### src/rtl/instr_fetch.sv
`default_nettype none
// ============================================================================
// Module   : instr_fetch
// Brief    : Fetches a 30-bit instruction as four byte reads from a byte-wide
//            program memory, with a single-entry last-fetch buffer.
// Revision : 1.0  initial release
// ============================================================================
module instr_fetch #(
    parameter int BUF_EN = 1
) (
    input  logic        i_clk,
    input  logic        i_rst,
    input  logic [15:0] i_instr_addr,
    input  logic        i_instr_read,
    output logic [29:0] o_instr_data,
    output logic        o_instr_read_done,
    input  logic        i_flush,
    output logic [17:0] o_mem_addr,
    output logic        o_mem_read,
    input  logic [7:0]  i_mem_data,
    input  logic        i_mem_valid
);

    typedef enum logic [1:0] {
        S_IDLE = 2'd0,
        S_RD   = 2'd1,
        S_WAIT = 2'd2,
        S_DONE = 2'd3
    } state_t;

    localparam logic c_BUF_ON = (BUF_EN != 0);

    state_t      state_q;
    logic [1:0]  k_q;
    logic [15:0] addr_q;
    logic [15:0] tag_q;
    logic        bvalid_q;
    logic        flushed_q;
    logic [29:0] data_q;
    logic        done_q;
    logic        mread_q;
    logic [17:0] maddr_q;

    logic        w_hit;
    logic        unused_mem_hi;

    // A flush in the acceptance cycle wins over a tag match.
    assign w_hit = c_BUF_ON && bvalid_q && (tag_q == i_instr_addr) && !i_flush;

    // Top two bits of the final byte fall outside the 30-bit word.
    assign unused_mem_hi = ^i_mem_data[7:6];

    always_ff @(posedge i_clk) begin
        if (i_rst) begin
            state_q   <= S_IDLE;
            k_q       <= 2'd0;
            addr_q    <= 16'd0;
            tag_q     <= 16'd0;
            bvalid_q  <= 1'b0;
            flushed_q <= 1'b0;
            data_q    <= 30'd0;
            done_q    <= 1'b0;
            mread_q   <= 1'b0;
            maddr_q   <= 18'd0;
        end else begin
            mread_q <= 1'b0;
            done_q  <= 1'b0;
            if (i_flush) begin
                flushed_q <= 1'b1;
            end
            case (state_q)
                S_IDLE: begin
                    if (i_instr_read) begin
                        addr_q <= i_instr_addr;
                        if (w_hit) begin
                            done_q  <= 1'b1;
                            state_q <= S_DONE;
                        end else begin
                            k_q       <= 2'd0;
                            flushed_q <= i_flush;
                            maddr_q   <= {i_instr_addr, 2'b00};
                            mread_q   <= 1'b1;
                            state_q   <= S_RD;
                        end
                    end
                end
                S_RD: begin
                    state_q <= S_WAIT;
                end
                S_WAIT: begin
                    if (i_mem_valid) begin
                        case (k_q)
                            2'd0:    data_q[7:0]   <= i_mem_data;
                            2'd1:    data_q[15:8]  <= i_mem_data;
                            2'd2:    data_q[23:16] <= i_mem_data;
                            default: data_q[29:24] <= i_mem_data[5:0];
                        endcase
                        if (k_q != 2'd3) begin
                            k_q     <= k_q + 2'd1;
                            maddr_q <= {addr_q, k_q + 2'd1};
                            mread_q <= 1'b1;
                            state_q <= S_RD;
                        end else begin
                            done_q  <= 1'b1;
                            state_q <= S_DONE;
                            // Data fetched across a flush may be stale; deliver it but do not cache it.
                            if (!flushed_q && !i_flush) begin
                                tag_q    <= addr_q;
                                bvalid_q <= 1'b1;
                            end
                        end
                    end
                end
                default: begin
                    state_q <= S_IDLE;
                end
            endcase
            if (i_flush) begin
                bvalid_q <= 1'b0;
            end
        end
    end

    assign o_instr_data      = data_q;
    assign o_instr_read_done = done_q;
    assign o_mem_addr        = maddr_q;
    assign o_mem_read        = mread_q;

endmodule
`default_nettype wire
### config.mk
export PLATFORM = sky130hd
export DESIGN_NAME = instr_fetch
export DESIGN_NICKNAME = d
export VERILOG_FILES = /design/src/rtl/instr_fetch.sv
export SDC_FILE = /design/constraint.sdc
export NUM_CORES = 1
export LEC_CHECK = 0
export BUFFER_PORTS_ARGS = -buffer_cell sky130_fd_sc_hd__buf_4
export CORE_UTILIZATION = 54
export CTS_BUF_LIST = sky130_fd_sc_hd__clkbuf_16
export CTS_CLUSTER_SIZE = 14
export DETAILED_ROUTE_END_ITERATION = 6
export PLACE_DENSITY = 0.79
export SYNTH_ARGS = -nofsm -noshare
export SYNTH_HDL_FRONTEND = slang
export SYNTH_SLANG_ARGS = --single-unit
### constraint.sdc
create_clock -name i_clk -period 2 [get_ports i_clk]
set_input_delay 0.2 -clock i_clk [delete_from_list [all_inputs] [get_ports i_clk]]
set_output_delay 0.2 -clock i_clk [all_outputs]
set_load 0.01 [all_outputs]
==> results of run 1 <==
[path summary, 6_finish.rpt]
path / startpoint / endpoint / slack [ps] / cells after the start
setup / recovery: state_q[1] / tag_q[3] / 180 / 5
hold / removal: i_flush / bvalid_q / 60 / 2
setup reg to reg: state_q[1] / tag_q[3] / 180 / 5
hold reg to reg: o_instr_data[9] / o_instr_data[9] / 460 / 2
[per-stage QoR]
step,utilization [%],worst slack (ps),instances,power [mW]
2_1_floorplan,-,238,454,2.10
3_3_place_gp,67.1,255,596,2.26
3_5_place_dp,67.1,211,596,2.27
4_1_cts,71.9,192,612,4.02
5_1_grt,71.9,63.7,612,4.13
6_report,71.9,180,612,4.01
[per-layer routing]
layer / wire length, um / GRT usage, % / vias to the layer above
met5: 0 / 0 / -
met4: 197 / 12.6 / 0
met3: 502 / 6.29 / 17
met2: 4310 / 43.4 / 101
met1: 3710 / 31.2 / 1482
li1: - / - / 1635
[sequential cells by signal, indices dropped and copies added (netlist names), 2 cells and up]
signal and cells:
addr_q 16, o_instr_data 30, o_mem_addr 17, state_q 2
tag_q 16
[cell families (layout without fill, tap and decap cells)]
| logic type | count (synthesis) | after routing |
|---|---|---|
| buf+inv | 32 | 113 |
| xor+xnor | 16 | 16 |
| flops | 86 | 86 |
| mux | 18 | 18 |
| compound gates | 85 | 85 |
| simple gates | 212 | 212 |
| fa+ha+maj | 5 | 5 |
[report_power, final]
part           total (mW)  switching [mW]  internal [mW]
Combinational       0.421           0.214          0.206
Clock                1.77           0.685           1.09
Sequential           1.82          0.0432           1.77
Total                4.01           0.943           3.07
[layout by cell type, fill, tap and decap left out, types with 2 or more instances in the layout]
cell type	netlist	layout
nor2b_1	17	17
clkbuf_16	0	9
buf_4	1	92
bufinv_16	0	2
xnor2_1	16	16
nand3_1	7	7
dfxtp_1	86	86
a21oi_1	80	80
mux2_2	9	9
nand4_1	5	5
inv_1	4	5
nand2b_1	4	4
clkinv_2	0	2
ha_1	5	5
nand2_1	159	159
nor2_1	6	6
mux2_4	8	8
and2_1	3	3
nor3_1	5	5
[final cells by class]
| class | instances | area (um2) |
|---|---|---|
| fill | 509 | 1810 |
| multi-input combinational | 336 | 1790 |
| sequential | 86 | 1720 |
| timing repair buffer | 93 | 711 |
| clock buffer | 9 | 225 |
| tap | 77 | 96.3 |
| clock inverter | 7 | 90.1 |
| inverter | 4 | 15.0 |
==> flow_metrics.env, run 1 <==
export IMPL_outcome="finished with violations"
export IMPL_violations="DRC"
export IMPL_critical_path_max_stage_delay_ps=590
export IMPL_gp_congestion=0.777
export IMPL_synth_most_common_cell="nand2_1"
export IMPL_synthesis_area_um2=3660
export IMPL_slowest_stage="or3_1"
export IMPL_placement_io_buffers=78
export IMPL_grt_pass1_vias=3165
export IMPL_stdcell_area_um2=4650
export IMPL_core_area_um2=6460
export IMPL_vias=3235
export IMPL_yosys_area_share_simple_pct=25.1
export IMPL_ant_nets=0
export IMPL_clockBufferDepth=2
export IMPL_ys_ff_latch=86
export IMPL_wl_mm=8.72
export IMPL_power_density_nw_per_um2=863
export IMPL_synth_compound_area_share_pct=11.9
export IMPL_syn2layout_area_growth_pct=26.8
export IMPL_drive_above_1_share_pct=23.9
export IMPL_synth_main_ff_cell="dfxtp_1"
export IMPL_skew_ps=6.07
export IMPL_cts_resized=0
export IMPL_cts_setup_buffers=0
export IMPL_arrival_ps=2040
export IMPL_maxCapViolCount=0
export IMPL_synthArstFlopShare_pct=0
export IMPL_critPathRequiredTime_ps=2220
export IMPL_row_count=29
export IMPL_worstPathMaxFanout=16
export IMPL_cp_top_family="simple AND/OR/NAND/NOR gates"
export IMPL_initial_core_util_pct=56.7
export IMPL_critPathLaunchType="register"
export IMPL_ir_drop_uv=606
export IMPL_die_x_um=84.4
export IMPL_io_pins=79
export IMPL_post_route_min_period_ps=1820
export IMPL_yosysWarnings=0
export IMPL_seq_area_frac_synth_pct=47.0
export IMPL_muxShareOfSynthArea_pct=6.32
export IMPL_clock_root_buffer="clkbuf_16"
export IMPL_syn_nets=488
export IMPL_synth_top_area_cell="dfxtp_1"
export IMPL_finalSetupViolCount=0
export IMPL_ys_top_cells_by_count="nand2_1, dfxtp_1, a21oi_1"
export IMPL_clk_pin_slew_ps=60
export IMPL_viasPerCell=5.29
export IMPL_yosys_top_cells_area="dfxtp_1, nand2_1, a21oi_1, xnor2_1, mux2_4"
export IMPL_tns_ps=0
export IMPL_grt_overflow=0
export IMPL_cts_tree="done"
export IMPL_power_leakage_nw=1.89
export IMPL_ys_types=33
export IMPL_syn_area_per_cell_um2=8.07
export IMPL_critPathCaptureType="register"
export IMPL_crit_path_cell_trace="and3b_1, nand2_1, or3_1, nand2_1, a21oi_1"
export IMPL_worst_pin_slew_ps=572
export IMPL_synth_cells=454
export IMPL_path_buf_inv=0
export IMPL_nNetsFinal=564
export IMPL_cts_hold_buf=0
export IMPL_synth_top_family_by_area="simple AND/OR/NAND/NOR gates"
export IMPL_cts_sinks=86
export IMPL_whs_ps=56.8
export IMPL_rsz0062_at_grt="false"
export IMPL_drt_pre_antenna_iters=6
export IMPL_drtIter0Drc=187
export IMPL_synth_edff_count=0
export IMPL_grt_max_degree=41
export IMPL_routedWlPerCell_um=14.2
export IMPL_htreeDepth=3
export IMPL_antennaDiodeCount=0
export IMPL_cpMostUsedCell="nand2_1"
export IMPL_crit_type="reg2reg"
export IMPL_synth_xor_area_share_pct=3.83
export IMPL_synthAdderAreaFrac_pct=1.71
export IMPL_slew_violations=0
export IMPL_grt_pass1_wl_mm=14.5
export IMPL_synth_top_area_share_pct=47.0
export IMPL_cts_made_buffers=9
export IMPL_fin_crit_sh_pct=91.0
export IMPL_grt_usage_pct=25.9
export IMPL_slew_headroom_pct=61.8
export IMPL_fp_dieH_um=84.4
export IMPL_die_area_um2=7120
export IMPL_hold_path_class="in2reg"
export IMPL_drc=8
export IMPL_clk_latency_ps=350
export IMPL_timing_fmax_mhz=549
export IMPL_place_area_um2=4330
export IMPL_final_hold_viol_count=0
export IMPL_antenna_found_initial=0
export IMPL_dp_hpwl_mm=6.06
Power figures use the tool's default switching activity.
==> run 2: changes to the inputs <==
clock period = 1.94 ns   (was 2 ns; I/O delays follow)
==> run 2 against run 1 <==
Effect of this change: final area fell by 0.43%; sequential share of layout area is 0.16 points higher; largest cell class unchanged; count of clock-buffer cells in the layout did not move; power down 0.17%; the flow still finishes with violations (DRC); non-clock buffer count decreased by 1; critical path type unchanged; via count decreased by 0.31%; clock power down 4%; setup slack worse by 59 ps; critical path depth stayed put; first-iteration DRC count decreased by 15%; utilization is 0.31 points lower; critical endpoint is now tag_q[11].
==> flow_metrics.env, run 2 (synthesis gave the netlist of run 1 again) <==
export IMPL_ant_nets=0
export IMPL_final_hold_viol_count=0
export IMPL_clock_root_buffer="clkbuf_16"
export IMPL_power_leakage_nw=1.87
export IMPL_hold_path_class="in2reg"
export IMPL_antenna_found_initial=0
export IMPL_clockBufferDepth=2
export IMPL_drive_above_1_share_pct=24.0
export IMPL_ff_latch_area_um2=1720
export IMPL_critPathCaptureType="register"
export IMPL_crit_type="reg2reg"
export IMPL_drtIter0Drc=159
export IMPL_largest_register_ffs=30
export IMPL_routedWlPerCell_um=14.1
export IMPL_io_pins=79
export IMPL_critPathLaunchType="register"
export IMPL_fill_cells=534
export IMPL_syn2layout_area_growth_pct=26.3
export IMPL_maxCapViolCount=0
export IMPL_critPathLaunch="state_q[1]"
export IMPL_cts_setup_buffers=0
export IMPL_row_count=29
export IMPL_htreeDepth=3
export IMPL_ir_drop_uv=587
export IMPL_grt_pass1_wl_mm=14.0
export IMPL_clk_pin_slew_ps=60
export IMPL_fin_ws_ps=120
export IMPL_worst_pin_slew_ps=553
export IMPL_die_area_um2=7120
export IMPL_placement_io_buffers=78
export IMPL_slew_headroom_pct=63.1
export IMPL_vias=3225
export IMPL_skew_ps=7.60
export IMPL_reg2reg_slack_ps=120
export IMPL_reg2reg_from="state_q[1]"
export IMPL_place_ws_ps=156
export IMPL_cts_tree="done"
export IMPL_fin_crit_sh_pct=93.8
export IMPL_critPathRequiredTime_ps=2160
export IMPL_nNetsFinal=563
export IMPL_rsz0062_at_grt="false"
export IMPL_grt_overflow=0
export IMPL_layout_common_cells="nand2_1, buf_4, dfxtp_1, a21oi_1, nor2b_1"
export IMPL_worstPathMaxFanout=16
export IMPL_tns_ps=0
export IMPL_final_common_cell="nand2_1"
export IMPL_dp_hpwl_mm=5.90
export IMPL_cts_sinks=86
export IMPL_antennaDiodeCount=0
export IMPL_die_x_um=84.4
export IMPL_reg2reg_depth=5
export IMPL_wl_mm=8.61
export IMPL_grt_pass1_vias=3032
export IMPL_outcome="finished with violations"
export IMPL_grt_max_degree=42
export IMPL_slew_violations=0
export IMPL_cts_made_buffers=9
export IMPL_violations="DRC"
export IMPL_core_area_um2=6460
export IMPL_drt_pre_antenna_iters=6
export IMPL_gp_congestion=0.766
export IMPL_grt_usage_pct=24.9
export IMPL_viasPerCell=5.28
export IMPL_initial_core_util_pct=56.7
export IMPL_post_route_min_period_ps=1820
export IMPL_clk_latency_ps=330
export IMPL_finalSetupViolCount=0
export IMPL_arrival_ps=2040
export IMPL_worstSetupEndpoint="tag_q[11]"
export IMPL_drc=8
export IMPL_timing_fmax_mhz=550
export IMPL_fp_dieH_um=84.4
export IMPL_fin_util_pct=71.6
export IMPL_power_density_nw_per_um2=865
export IMPL_multiInputGateArea_um2=1790
export IMPL_r2r_end="tag_q[11]"
run 2: cell types whose count changed in the layout (fill, tap and decap cells not counted), sizes merged:
cell	delta
buf	-1
bufinv	-1
clkinv	+1
run 2: how the worst min path moves through the flow:
| stage | end | depth (start not counted) | start | slack [ps] |
|---|---|---|---|---|
| floorplan | bvalid_q | 1 | i_flush | 270 |
| global route | bvalid_q | 2 | i_flush | 90 |
| detailed placement | bvalid_q | 2 | i_flush | 430 |
| CTS | bvalid_q | 2 | i_flush | 80 |
| global placement | bvalid_q | 2 | i_flush | 410 |
| finish | bvalid_q | 2 | i_flush | 90 |
run 2: power breakdown:
group | switching, mW | leakage, nW | total (mW) | internal [mW]
logic | 0.226 | 1.03 | 0.437 | 0.212
registers | 0.0414 | 0.699 | 1.87 | 1.83
clock network | 0.696 | 0.143 | 1.70 | 0.999
run 2: per-layer routing:
layer	vias to the layer above	track usage, %	wire length (um)
li1	1629	-	-
met1	1473	30.5	3760
met2	104	41.3	4120
met3	19	4.72	538
met5	-	0	0
met4	0	14.0	202
run 2: what timing repair did:
action	4_1_cts	5_1_grt
hold buffers	0	0
endpoints found under the hold margin	0	0
resized for setup	0	1
setup endpoints to repair	0	5
run 2: final cells by class:
type / instances / share of cell area [%]
clock buffer: 9 / 4.87
clock inverter: 7 / 1.57
inverter: 4 / 0.324
multi-input combinational: 336 / 38.8
sequential: 86 / 37.2
tap: 77 / 2.08
timing repair buffer: 92 / 15.2
run 2: critical path: stages (launching register included):
cell	delay, ps
dfxtp_1	460
and3b_1	280
nand2_1	130
or3_1	580
nand2_1	170
a21oi_1	90
run 2: stage by stage:
stage          instances  hold slack [ps]  area, um2  total power [mW]
4_1_cts              611             79.3       4620              4.03
6_report             611             91.2       4630              4.00
2_1_floorplan        454              273       3660              2.16
3_3_place_gp         595              406       4320              2.33
3_5_place_dp         595              427       4320              2.34
5_1_grt              611             93.4       4630              4.14
==> run 3: changes to the inputs <==
--- a/config.mk
+++ b/config.mk
@@ -7,9 +7,9 @@
 export LEC_CHECK = 0
 export BUFFER_PORTS_ARGS = -buffer_cell sky130_fd_sc_hd__buf_4
-export CORE_UTILIZATION = 54
+export CORE_UTILIZATION = 45
 export CTS_BUF_LIST = sky130_fd_sc_hd__clkbuf_16
 export CTS_CLUSTER_SIZE = 14
 export DETAILED_ROUTE_END_ITERATION = 6
-export PLACE_DENSITY = 0.79
+export PLACE_DENSITY = 0.68
 export SYNTH_ARGS = -nofsm -noshare
 export SYNTH_HDL_FRONTEND = slang
==> constraint.sdc (replaced) <==
create_clock -name i_clk -period 1.94 [get_ports i_clk]
set_input_delay 0 -clock i_clk [delete_from_list [all_inputs] [get_ports i_clk]]
set_output_delay 0 -clock i_clk [all_outputs]
set_load 0.01 [all_outputs]
==> run 3 against run 2 <==
Effect of this change: cell count up 7.9%; sequential power is essentially flat; clock power shrank 4%; die area rose by 20%; wire length rose by 4.7%; critical path depth did not move; non-clock buffer count increased by 23; the run now ends clean; utilization is 9.1 points lower; via count up 2.6%; sequential share of layout area down 2.0 points; combinational power up 9.6%.
==> flow_metrics.env, run 3 (synthesis gave the netlist of run 1 again) <==
export IMPL_hold_path_class="in2reg"
export IMPL_cts_tree="done"
export IMPL_largest_register_ffs=30
export IMPL_worst_pin_slew_ps=666
export IMPL_power_leakage_nw=1.98
export IMPL_clock_root_buffer="clkbuf_16"
export IMPL_antennaDiodeCount=0
export IMPL_clk_latency_ps=340
export IMPL_final_cells=659
export IMPL_grt_overflow=0
export IMPL_total_power_mw=3.99
export IMPL_drive_above_1_share_pct=22.3
export IMPL_maxCapViolCount=0
export IMPL_tns_ps=0
export IMPL_die_area_um2=8510
export IMPL_drtIter0Drc=159
export IMPL_fin_crit_sh_pct=92.6
export IMPL_ir_drop_uv=374
export IMPL_slew_headroom_pct=55.6
export IMPL_dp_hpwl_mm=6.04
export IMPL_placement_io_buffers=78
export IMPL_hold_depth=4
export IMPL_worstPathMaxFanout=16
export IMPL_cts_setup_buffers=0
export IMPL_crit_type="reg2reg"
export IMPL_hp_start="i_mem_valid"
export IMPL_drt_pre_antenna_iters=4
export IMPL_viasPerCell=5.02
export IMPL_cts_made_buffers=9
export IMPL_fp_dieH_um=92.2
export IMPL_skew_ps=6.04
export IMPL_ant_nets=0
export IMPL_slew_violations=0
export IMPL_dp_cells=618
export IMPL_clockBufferDepth=2
export IMPL_reg2reg_depth=5
export IMPL_nNetsFinal=586
export IMPL_io_pins=79
export IMPL_critPathLaunchType="register"
export IMPL_r2r_end="tag_q[5]"
export IMPL_reg2reg_slack_ps=140
export IMPL_antenna_found_initial=0
export IMPL_finalSetupViolCount=0
export IMPL_routedWlPerCell_um=13.7
export IMPL_htreeDepth=3
export IMPL_layout_common_cells="nand2_1, buf_4, dfxtp_1, a21oi_1, dlygate4sd3_1"
export IMPL_timing_fmax_mhz=556
export IMPL_arrival_ps=1990
export IMPL_fill_cells=686
export IMPL_post_route_min_period_ps=1800
export IMPL_grt_usage_pct=22.1
export IMPL_min_to="state_q[1]"
export IMPL_critPathRequiredTime_ps=2130
export IMPL_rsz0062_at_grt="false"
export IMPL_power_density_nw_per_um2=818
export IMPL_grt_max_degree=69
export IMPL_critPathCaptureType="register"
export IMPL_reg2reg_from="state_q[1]"
export IMPL_final_common_cell="nand2_1"
export IMPL_core_area_um2=7810
export IMPL_clk_pin_slew_ps=60
export IMPL_die_x_um=92.2
export IMPL_syn2layout_area_growth_pct=33.3
export IMPL_drc=0
export IMPL_vias=3309
export IMPL_outcome="completed"
export IMPL_grt_pass1_vias=3122
export IMPL_final_hold_viol_count=0
export IMPL_grt_pass1_wl_mm=14.6
export IMPL_cts_sinks=86
export IMPL_initial_core_util_pct=46.9
export IMPL_gp_congestion=0.792
export IMPL_row_count=32
export IMPL_wl_mm=9.02
## run 3: worst max-delay path by stage
stage	startpoint	to	slack [ps]	depth (start not counted)
finish	state_q[1]	tag_q[5]	140	5
global route	state_q[1]	tag_q[7]	30	5
CTS	state_q[0]	k_q[0]	110	6
detailed placement	state_q[0]	k_q[0]	130	6
global placement	tag_q[15]	o_mem_addr[17]	180	7
floorplan	state_q[0]	o_mem_addr[10]	180	8
## run 3: through the flow
step	utilization [%]	instance area [um2]	worst slack [ps]	hold WS, ps
floorplan	-	3660	178	79.3
global placement	55.6	4340	180	215
detailed placement	55.6	4340	126	214
CTS	62.4	4870	112	30.9
global route	62.5	4880	30.3	112
finish	62.5	4880	143	38.7
## run 3: area by class of cell
| class | instances | area (um2) | share of cell area (%) |
|---|---|---|---|
| Sequential cell | 86 | 1720 | 35.3 |
| Inverter | 4 | 15.0 | 0.307 |
| Timing Repair Buffer | 115 | 942 | 19.3 |
| Clock buffer | 9 | 225 | 4.61 |
| Clock inverter | 7 | 58.8 | 1.20 |
| Multi-Input combinational cell | 336 | 1790 | 36.7 |
| Tap cell | 102 | 128 | 2.61 |
## run 3: critical path, cell delays in order, from the launching register on
cell,delay [ps]
dfxtp_1,450
and3b_1,250
nand2_1,120
or3_1,590
nand2_1,170
a21oi_1,80
## run 3: power breakdown
group          internal (mW)  switching, mW  total [mW]
Clock                  0.978          0.666        1.64
Sequential              1.83         0.0418        1.87
Combinational          0.246          0.233       0.479
Total                   3.05          0.940        3.99
## run 3: timing repair
action | 4_1_cts | 5_1_grt
hold endpoints to repair | 47 | 0
setup endpoints to repair | 0 | 4
resized for setup | 0 | 2
hold buffers | 25 | 0
## run 3: metal layers
metal | global-route usage (%) | routed length (um) | up-vias
met4 | 13.3 | 240 | 0
li1 | - | - | 1680
met3 | 3.81 | 431 | 23
met2 | 33.5 | 4190 | 83
met5 | 0 | 0 | -
met1 | 29.3 | 4160 | 1523
